### config.mk
export PLATFORM = sky130hd
export DESIGN_NAME = divisor_saturado
export DESIGN_NICKNAME = d
export VERILOG_FILES = /design/src/rtl/divisor_saturado.sv
export SDC_FILE = /design/constraint.sdc
export NUM_CORES = 1
export LEC_CHECK = 0
export ABC_AREA = 1
export CORE_MARGIN = 1
export CORE_UTILIZATION = 50
export CTS_CLUSTER_SIZE = 40
export DETAILED_ROUTE_END_ITERATION = 10
export PLACE_DENSITY = 0.7
export RECOVER_POWER = 100
export SYNTH_ARGS = -nofsm -noshare
export SYNTH_HDL_FRONTEND = slang
export SYNTH_SLANG_ARGS = --single-unit
### constraint.sdc
create_clock -name clk -period 5.48 [get_ports clk]
set_input_delay 0.822 -clock clk [delete_from_list [all_inputs] [get_ports clk]]
set_output_delay 0.822 -clock clk [all_outputs]
set_load 0.01 [all_outputs]
### src/rtl/divisor_saturado.sv
// divisor_saturado: signed fixed-point Q(N-FRAC).FRAC divider.
// Restoring division of |num1| << FRAC by |num2|, one quotient bit per
// cycle, followed by sign application and saturation to N bits.
module divisor_saturado #(
   parameter int N    = 24,
   parameter int FRAC = 16
) (
   input  logic         clk,
   input  logic         reset,
   input  logic         start,
   input  logic [N-1:0] num1,
   input  logic [N-1:0] num2,
   output logic [N-1:0] result,
   output logic         busy,
   output logic         done,
   output logic         div_zero
);

   localparam int W  = N + FRAC;
   localparam int CW = $clog2(W + 1);
   localparam logic [CW-1:0] LAST = CW'(W - 1);
   localparam logic [N-1:0]  MAXV = {1'b0, {(N-1){1'b1}}};
   localparam logic [N-1:0]  MINV = {1'b1, {(N-1){1'b0}}};

   typedef enum logic [1:0] {IDLE, CALC, SAT} state_t;

   state_t          state, state_nx;
   logic [N-1:0]    num1_r, num2_r;
   logic [N-1:0]    mag2_r;
   logic            sign_r;
   logic [W-1:0]    d;         // dividend shifts out MSB first, quotient shifts in
   logic [N-1:0]    rem;
   logic [CW-1:0]   cnt;

   logic [N-1:0]    abs1, abs2;
   logic [N:0]      trial;
   logic            ge;
   logic [N-1:0]    diff;
   logic [N-1:0]    rem_nx;
   logic            q_hi;
   logic            pos_ovf, neg_ovf;
   logic [N-1:0]    sat_val;

   // Magnitudes as N-bit unsigned: negating the most negative value
   // yields 2^(N-1), which is exactly representable unsigned.
   assign abs1 = num1[N-1] ? -num1 : num1;
   assign abs2 = num2[N-1] ? -num2 : num2;

   assign busy = (state != IDLE);

   // One restoring-division step; remainder stays below the divisor,
   // so the N-bit difference is exact whenever the trial is accepted.
   always_comb begin
      trial  = {rem, d[W-1]};
      ge     = (trial >= {1'b0, mag2_r});
      diff   = trial[N-1:0] - mag2_r;
      rem_nx = ge ? diff : trial[N-1:0];
   end

   // Saturate the unsigned quotient and apply the captured sign.
   always_comb begin
      q_hi    = |d[W-1:N];
      pos_ovf = q_hi | d[N-1];
      neg_ovf = q_hi | (d[N-1] & (|d[N-2:0]));
      sat_val = '0;
      if (num2_r == '0) begin
         if (num1_r == '0)
            sat_val = '0;
         else if (num1_r[N-1])
            sat_val = MINV;
         else
            sat_val = MAXV;
      end else if (!sign_r && pos_ovf) begin
         sat_val = MAXV;
      end else if (sign_r && neg_ovf) begin
         sat_val = MINV;
      end else begin
         sat_val = sign_r ? -d[N-1:0] : d[N-1:0];
      end
   end

   // State register.
   always_ff @(posedge clk) begin
      if (reset)
         state <= IDLE;
      else
         state <= state_nx;
   end

   // Next-state logic.
   always_comb begin
      state_nx = state;
      case (state)
         IDLE: if (start) state_nx = (num2 == '0) ? SAT : CALC;
         CALC: if (cnt == LAST) state_nx = SAT;
         SAT:  state_nx = IDLE;
         default: state_nx = IDLE;
      endcase
   end

   // Operand capture, iteration datapath and registered outputs.
   always_ff @(posedge clk) begin
      if (reset) begin
         num1_r   <= '0;
         num2_r   <= '0;
         mag2_r   <= '0;
         sign_r   <= 1'b0;
         d        <= '0;
         rem      <= '0;
         cnt      <= '0;
         result   <= '0;
         done     <= 1'b0;
         div_zero <= 1'b0;
      end else begin
         done <= 1'b0;
         case (state)
            IDLE: begin
               if (start) begin
                  num1_r <= num1;
                  num2_r <= num2;
                  mag2_r <= abs2;
                  sign_r <= num1[N-1] ^ num2[N-1];
                  d      <= {abs1, {FRAC{1'b0}}};
                  rem    <= '0;
                  cnt    <= '0;
               end
            end
            CALC: begin
               d   <= {d[W-2:0], ge};
               rem <= rem_nx;
               cnt <= cnt + CW'(1);
            end
            SAT: begin
               result   <= sat_val;
               div_zero <= (num2_r == '0);
               done     <= 1'b1;
            end
            default: ;
         endcase
      end
   end

endmodule

After elaboration in Yosys (flattened, before gate mapping)
Index checks and enable logic that the tools add are counted.
{"block": "totals", "wordCells": 60, "out_inout_bits": 27, "in_bits": 51, "reg_bits": 171}
{"block": "op_classes", "n_eq_ne": 5, "add_sub_neg": 5, "order_cmp": 1, "n_mux": 20, "reduce_logical": 14, "bitwise_logic": 4}
{"op": "$mux 24", "n": 10}
{"op": "$pmux 40 s2", "n": 1}
{"op": "$logic_not 24->1", "n": 3}
{"op": "$neg 24->24", "n": 3}
{"op": "$pmux 24 s2", "n": 1}
{"op": "$mux 40", "n": 1}
{"op": "$ge 25x24->1", "n": 1}
{"op": "$sub 24x24->24", "n": 1}
{"op": "$reduce_or 23->1", "n": 1}
{"op": "$reduce_or 16->1", "n": 1}
{"op": "$pmux 6 s2", "n": 1}
{"op": "$add 6x1->6 const B", "n": 1}
{"op": "$eq 6x6->1 const B", "n": 1}
{"op": "$mux 2", "n": 3}
{"op": "$mux 6", "n": 1}
{"op": "$reduce_and 2->1", "n": 3}
{"op": "$ne 2x2->1 const B", "n": 2}
{"op": "$pmux 2 s2", "n": 1}
{"op": "$reduce_bool 2->1", "n": 2}
{"op": "$eq 2x1->1 const B", "n": 1}
{"op": "$eq 2x2->1 const B", "n": 1}
{"op": "$logic_and 1x1->1", "n": 2}
{"op": "$logic_not 2->1", "n": 1}
{"op": "$or 1x1->1", "n": 2}
{"op": "other kinds (4)", "n": 4}

Longest topological paths before layout
Gate-level depths: netlist (run 1).
{"block": "logic_depth", "depth_word": 7, "ltp_mapped": 14, "depth_no_buf": 14}

Worst setup path after synthesis (run 1)
No wires, ideal clock.
{"block": "synth_timing", "path_type": "input-to-reg", "startpoint": "input port num2[0]", "endpoint": "register mag2_r[22]", "setup_ps": 110, "stages": 13, "path_buffers": 0, "arrival_time_ps": 2025, "t_required_ps": 5370, "slack_ps": 3345, "cell_sequence": "inv_2 > ha_1 > inv_1 > nor3_2 > nand3_1 > nor3_4 > nand3_1 > nand2_1 > nand2_1 > nand2_1 > nand3_1 > nand2_1 > inv_1"}
{"block": "synth_via", "elab_chain_cells": 2}
{"item": "start, declared", "line": "12", "rtl": "input logic [N-1:0] num2,"}
{"item": "$neg 24->24", "line": "47", "rtl": "assign abs2 = num2[N-1] ? -num2 : num2;"}
{"item": "$mux 24", "line": "47"}
{"item": "end signal, assigned", "line": "121", "rtl": "mag2_r <= abs2;"}
{"item": "end, declared", "line": "29", "rtl": "logic [N-1:0] mag2_r;"}
No other way between the ends.
A chain may end at the register's enable or synchronous reset.

Worst setup path in the final report (run 1)
{"block": "layout_timing", "startpoint": "register mag2_r[8]", "endpoint": "register rem[19]"}
{"block": "layout_via", "elab_chain_cells": 3, "elab_cells_between_ends": 4, "cone_classes": "add/sub: 1; order compare: 1; mux: 2"}
{"item": "$sub 24x24->24 / $ge 25x24->1 (equally long branches)", "line": "56, 55"}
{"item": "$mux 24 (*)", "line": "57", "rtl": "rem_nx = ge ? diff : trial[N-1:0];"}
{"item": "$pmux 24 s2 (*)", "line": "116", "rtl": "case (state)"}
{"item": "end signal, assigned", "line": "130", "rtl": "rem <= rem_nx;"}
{"item": "end, declared", "line": "32", "rtl": "logic [N-1:0] rem;"}
Mark *: on every way between the ends. The rest lies on a longest branch, timed or not.

==> results of run 1 <==
state kept, by name (all words and copies together), names as in the netlist:
name,cells
result,24
div_zero,1
cnt,6
rem,24
sign_r,1
state,2
d,40
num2_r,24
done,1
mag2_r,23
num1_r,24
per-layer routing:
metal  vias up  wire, um  share of wire  track usage
met5         -         0              0            0
met4         0       321          0.011       0.0546
met3        32      2130          0.072       0.0497
met2       388     12600           0.43        0.417
met1      4914     14300           0.49        0.400
li1       5504         -              -            -
synth_stat cells (3+ instances only):
cell type  instances
nand3_2            6
nor2_1           135
o31ai_1            3
nand4_1           51
buf_1              5
buf_2             23
clkbuf_1          43
nand2_1          482
inv_2             23
a211oi_1          15
nor4_1            11
a31oi_1           12
nand2_2            3
ha_1              28
buf_4              3
xor2_1            20
nand3_1          105
o211ai_1          13
a21oi_2           10
dfxtp_1          170
nor3_1            10
a21oi_1          164
o221ai_1           4
o21ai_1            5
inv_1            198
o21ai_0           75
xnor2_1           14
nand3b_1           3
nor2_2             9
worst paths after layout:
check / start / endpoint / cells past startpoint
max: mag2_r[8] / rem[19] / 14
min: num2_r[3] / num2_r[3] / 2
max reg2reg: mag2_r[8] / rem[19] / 14
min reg2reg: num2_r[3] / num2_r[3] / 2
kinds of logic after synthesis:
| kind of cell | after synthesis |
|---|---|
| simple gates | 831 |
| compound gates | 310 |
| buf+inv | 298 |
| flops | 170 |
| xor+xnor | 34 |
| fa+ha+maj | 29 |
layout make-up:
| class | count | area [um^2] | area share |
|---|---|---|---|
| Timing Repair Buffer | 85 | 825 | 0.0692 |
| Sequential cell | 170 | 3400 | 0.286 |
| Inverter | 222 | 833 | 0.0699 |
| Tap cell | 270 | 338 | 0.0284 |
| Multi-Input combinational cell | 1204 | 5930 | 0.498 |
| Clock buffer | 22 | 474 | 0.0398 |
| Clock inverter | 10 | 108 | 0.00903 |
worst register-to-register path, cell delays in order, from the launching register on:
cell and delay [ns]:
dfxtp_1 0.33, inv_1 0.05, ha_1 0.35, nand2_1 0.17, clkinv_1 0.10, nand2_1 0.07
nand2_1 0.07, clkinv_1 0.05, nand3_1 0.14, nand2_1 0.68, nand3_1 0.99, nand2_1 0.47
nand2_1 0.09, nand2_1 0.08, a21oi_1 0.06
per-stage QoR:
step                      hold WS (ns)  utilization  power, mW  std cells  setup WS [ns]
after CTS                        0.454        0.584       5.86       1983           2.42
after global placement           0.440        0.556       4.62       1951           2.45
final                            0.458        0.581       5.88       1983           1.63
after global routing             0.476        0.581       6.38       1983           1.32
after floorplan                  0.426            -       3.94       1672           3.35
after detailed placement         0.447        0.556       4.64       1951           2.43
report_power, final:
group / leakage (nW) / total [mW] / switching [mW] / internal, mW
registers: 1.39 / 1.51 / 0.115 / 1.39
clock network: 0.281 / 1.21 / 0.538 / 0.673
logic: 3.61 / 3.16 / 2.08 / 1.09
total: 5.29 / 5.88 / 2.73 / 3.15
cells in the final DEF, fill, tap and decap left out, types with 11 or more instances in the layout:
cell type	instances
a211oi_1	15
a21oi_1	168
a31oi_1	12
clkbuf_16	17
clkdlybuf4s50_1	48
dfxtp_1	170
dlygate4sd3_1	28
ha_1	28
inv_1	203
inv_2	17
nand2_1	483
nand3_1	106
nand4_1	51
nor2_1	137
nor3_1	12
nor4_1	11
o211ai_1	13
o21ai_0	79
xnor2_1	14
xor2_1	20
==> results.ini, run 1 <==
[drt]
ant_nets = 0
drt-total-wl_mm = 29.3
drtIter0Drc = 850
drc = 0
num_vias = 10838
dr.pass1.iters = 5
wl_per_cell_um = 14.8
via_per_inst = 5.47

[die]
die_h_um = 147
die_w_um = 147
start_util = 0.515
num_rows = 52
die_area_um2 = 21700
coreArea_um2 = 20500
io-pin-count = 78

[setup_path]
required_ns = 5.75
crit_chain = inv_1 -> ha_1 -> nand2_1 -> clkinv_1 -> nand2_1 -> nand2_1 -> clkinv_1 -> nand3_1 -> nand2_1 -> nand3_1 -> nand2_1 -> nand2_1 -> nand2_1 -> a21oi_1
endpoint_kind = register
cpPeakStageDelay_ns = 0.98
cp.arrival_ns = 4.12
r2r_slack_ns = 1.63
critPathLaunchType = register
path_buf_inv = 3
crit_slowest_cell = nand3_1
critPathTopFamily = simple AND/OR/NAND/NOR gates
path_max_fanout = 25
cp_common_cell = nand2_1
worstSetupPathType = reg2reg

[synth]
synth_top_family_by_area = simple AND/OR/NAND/NOR gates
yosys_most_used_dff = dfxtp_1
synth_compound_area_frac = 0.164
async_flop_share = 0
yosys_warnings = 0
syn_avg_cell_area_um2 = 6.32
seq_area_frac_synth = 0.322
synth_largest_area_cell = dfxtp_1
ys_ff_latch = 170
synthTopCellsByArea = dfxtp_1, nand2_1, a21oi_1
yosysUniqueCellTypes = 51
syn_nets = 1752
synth_xor_area_frac = 0.0282
synth_edf_count = 0
synth-simple-area-share = 0.339
syn_inst = 1672
syn_area_um2 = 10600
synthAdderAreaFrac = 0.0351
synth.top_cell.area_share = 0.322
muxShareOfSynthArea = 0

[sta]
fmax_mhz = 260
layout_min_cycle_time_ns = 3.85
worst_pin_slew_ns = 1.66
rsz0062_at_grt = no
fin_tns_setup_ns = 0
hold_viol = 0
fin_crit_sh = 0.702
setup_violations = 0
drv_slew = 25
maxSlewHeadroom = -0.104
skew_ns = 0.0139

[place]
io_buffers = 77
placed_area_um2 = 11400
gp_congestion = 0.965
dp_hpwl_mm = 21.1

[clocking]
ctsHoldBuffers = 0
cts.repair.resized = 0
cts.sinks = 170
clk-insertion-delay-late_ns = 0.43
cts_buffers = 17
cts_setup_buffers = 0
clk_pin_slew_ns = 0.07
cts_tree = yes
cts-root-buf = clkbuf_16
cts_max_level = 4
max-clock-path-buffers = 2

[global_routing]
grt_pass1_vias = 9508
grt_max_degree = 93
antenna_found_initial = 0
grt_overflow = 0
grt_usage = 0.273
grt_first_pass_wirelength_mm = 48.0

[run_status]
outcome = finished with violations
violations = capacitance limit, slew limit

[finish]
stdcell_area_um2 = 11900
drive_gt1_frac = 0.0485
nNetsFinal = 1780
nFillCells = 2077
antennaDiodeCount = 0
syn_to_final_growth_pct = 12.8

[job]
maxCapViolCount = 1

[power_and_ir_drop]
worst_ir_drop_vdd_uv = 325
p_per_area_nw_per_um2 = 494
leakage_nw = 5.29

[worst_hold_path]
hp-class = reg2reg

Note: power is estimated with default switching activity, not from simulation.
==> run 2: changes to the inputs <==
--- a/config.mk
+++ b/config.mk
@@ -10,7 +10,7 @@
 export CORE_UTILIZATION = 50
 export CTS_CLUSTER_SIZE = 40
 export DETAILED_ROUTE_END_ITERATION = 10
-export PLACE_DENSITY = 0.7
+export PLACE_DENSITY = 0.72
 export RECOVER_POWER = 100
 export SYNTH_ARGS = -nofsm -noshare
 export SYNTH_HDL_FRONTEND = slang
==> constraint.sdc (replaced) <==
create_clock -name clk -period 3.1 [get_ports clk]
set_input_delay 0.465 -clock clk [delete_from_list [all_inputs] [get_ports clk]]
set_output_delay 0.465 -clock clk [all_outputs]
set_load 0.01 [all_outputs]
==> run 2 against run 1 <==
The flow still finishes with violations (capacitance limit, slew limit). Sequential power is 75% higher. First-iteration DRC count rose by 1.3%. Clock power rose by 74%. Utilization is 0.46 points higher. Critical path depth shrank 8. Register-to-register slack got worse by 1.1 ns. Routed wire length is 0.85% lower. Largest power group unchanged.
==> results.ini, run 2 (synthesized netlist as in run 1, its figures left out) <==
[clocking]
clk-insertion-delay-late_ns = 0.44  ; about the same
ctsHoldBuffers = 0  ; unchanged
cts_buffers = 17  ; unchanged
cts_max_level = 4  ; unchanged
clk_pin_slew_ns = 0.08  ; about the same
max-clock-path-buffers = 2  ; unchanged
cts_tree = yes
cts.sinks = 170  ; unchanged
cts_setup_buffers = 0  ; unchanged
cts.repair.resized = 0  ; unchanged
cts-root-buf = clkbuf_16

[setup_path]
required_ns = 3.35  ; -2.40 ns
reg2regPathDepth = 6  ; -8
crit_slowest_cell = nand2_1
cpPeakStageDelay_ns = 0.61  ; -0.37 ns
r2r_end = result[21]
critPathLaunchType = register
path_max_fanout = 23  ; -8.0%
crit_start = num1_r[23]
cp_common_cell = nand2_1
worstSetupPathType = reg2reg
rr_startpoint = num1_r[23]
r2r_slack_ns = 0.58  ; -1.05 ns
crit_chain = nor4_1 -> nand3_1 -> o21ai_0 -> nand2_1 -> nand2_1 -> a21oi_2
cp.arrival_ns = 2.77  ; -1.35 ns
endpoint_kind = register

[die]
io-pin-count = 78  ; unchanged
num_rows = 52  ; unchanged
die_area_um2 = 21700  ; unchanged
start_util = 0.515  ; unchanged
die_w_um = 147  ; unchanged
die_h_um = 147  ; unchanged
coreArea_um2 = 20500  ; unchanged

[place]
gp_congestion = 0.985  ; +2.1%
io_buffers = 77  ; unchanged
placed_area_um2 = 11500  ; +0.72%
dp_hpwl_mm = 21.2  ; +0.39%
dp_cells = 1962  ; +0.56%

[sta]
hold_viol = 0  ; unchanged
setup_violations = 0  ; unchanged
fmax_mhz = 397  ; +53%
maxSlewHeadroom = -0.286  ; -0.182
fin_crit_sh = 0.813  ; +0.111
fin_tns_setup_ns = 0  ; unchanged
worst_pin_slew_ns = 1.93  ; +0.273 ns
skew_ns = 0.0120  ; -0.00182 ns
rsz0062_at_grt = no
drv_slew = 42  ; +68%
layout_min_cycle_time_ns = 2.52  ; -1.33 ns

[finish]
nNetsFinal = 1791  ; +0.62%
multi_input_area_um2 = 5950  ; +0.34%
instances_no_fill = 1994  ; +0.55%
layout_common_cells = nand2_1, inv_1, dfxtp_1, a21oi_1, nor2_1
stdcell_area_um2 = 12000  ; +0.79%
regMostFlops = d
drive_gt1_frac = 0.0597  ; +0.0113
syn_to_final_growth_pct = 13.7
final_common_cell = nand2_1
regArea_um2 = 3400  ; unchanged
largest_reg_flops = 40  ; unchanged
nFillCells = 2044  ; -1.6%
antennaDiodeCount = 0  ; unchanged

[global_routing]
grt_first_pass_wirelength_mm = 48.8  ; +1.7%
grt_usage = 0.277  ; +0.00342
grt_overflow = 0  ; unchanged
grt_pass1_vias = 9784  ; +2.9%
grt_max_degree = 68  ; -27%
antenna_found_initial = 0  ; unchanged

[drt]
wl_per_cell_um = 14.6  ; -1.4%
met1_length_mm = 14.6  ; +1.9%
routed.top_layer = met4
dr.pass1.iters = 5  ; unchanged
drtIter0Drc = 861  ; +1.3%
ant_nets = 0  ; unchanged
via_per_inst = 5.45  ; -0.33%
drt-total-wl_mm = 29.1  ; -0.85%
wl_met2_mm = 12.5  ; -0.94%
met3_length_mm = 1.61  ; -24%
drc = 0  ; unchanged
num_vias = 10862  ; +0.22%

[power_and_ir_drop]
p_per_area_nw_per_um2 = 862  ; +75%
leakage_nw = 5.35  ; +1.1%
worst_ir_drop_vdd_uv = 726  ; +120%

[worst_hold_path]
min_path_cells = 2  ; unchanged
hp-class = reg2reg
hold_path_end = num2_r[3]
hp-start = num2_r[3]

[job]
maxCapViolCount = 1  ; unchanged

[run_status]
outcome = finished with violations
violations = capacitance limit, slew limit

run 2: cell count changes in the layout (fill, tap and decap cells not counted), moves of 2 or more:
cell      previous run  this run
clkbuf_2             0         5
clkbuf_8             3         0
o21ai_1              2         4
buf_4                8        14
o21ai_0             79        76
nor2_2               5         7
clkinv_8             0         4
inv_2               17        19
clkbuf_1             3         1
run 2: per-layer routing:
layer,vias to the layer above,global-route usage
met5,-,0
met4,0,0.0624
met3,37,0.0379
met2,354,0.424
met1,4947,0.409
li1,5524,-
run 2: critical path: cells and delay by family (launching register included):
kind / cells / cell delay, ns
compound gates: 2 / 0.57
flops: 1 / 0.40
simple gates: 4 / 1.35
run 2: power breakdown:
part / switching (mW) / internal, mW / total (mW)
combinational: 3.68 / 1.92 / 5.60
clock: 1.03 / 1.07 / 2.11
sequential: 0.190 / 2.46 / 2.65
run 2: final cells by class:
type,instances,share of cell area
Multi-Input combinational cell,1204,0.496
Timing Repair Buffer,96,0.0745
Tap cell,270,0.0281
Inverter,222,0.0694
Sequential cell,170,0.283
Clock inverter,15,0.0133
Clock buffer,17,0.0354
run 2: metrics by stage:
stage	setup slack, ns	hold WS [ns]	total power, mW	util
floorplan	1.26	0.426	6.96	-
global placement	0.665	0.440	8.16	0.560
detailed placement	0.626	0.451	8.19	0.560
CTS	0.733	0.461	10.3	0.589
global route	0.339	0.476	11.2	0.586
finish	0.579	0.456	10.4	0.586
run 2: worst max path at each step:
stage	end	cells after the start
CTS	result[21]	6
floorplan	rem[16]	12
global placement	mag2_r[20]	12
detailed placement	mag2_r[22]	14
global route	mag2_r[20]	12
finish	result[21]	6
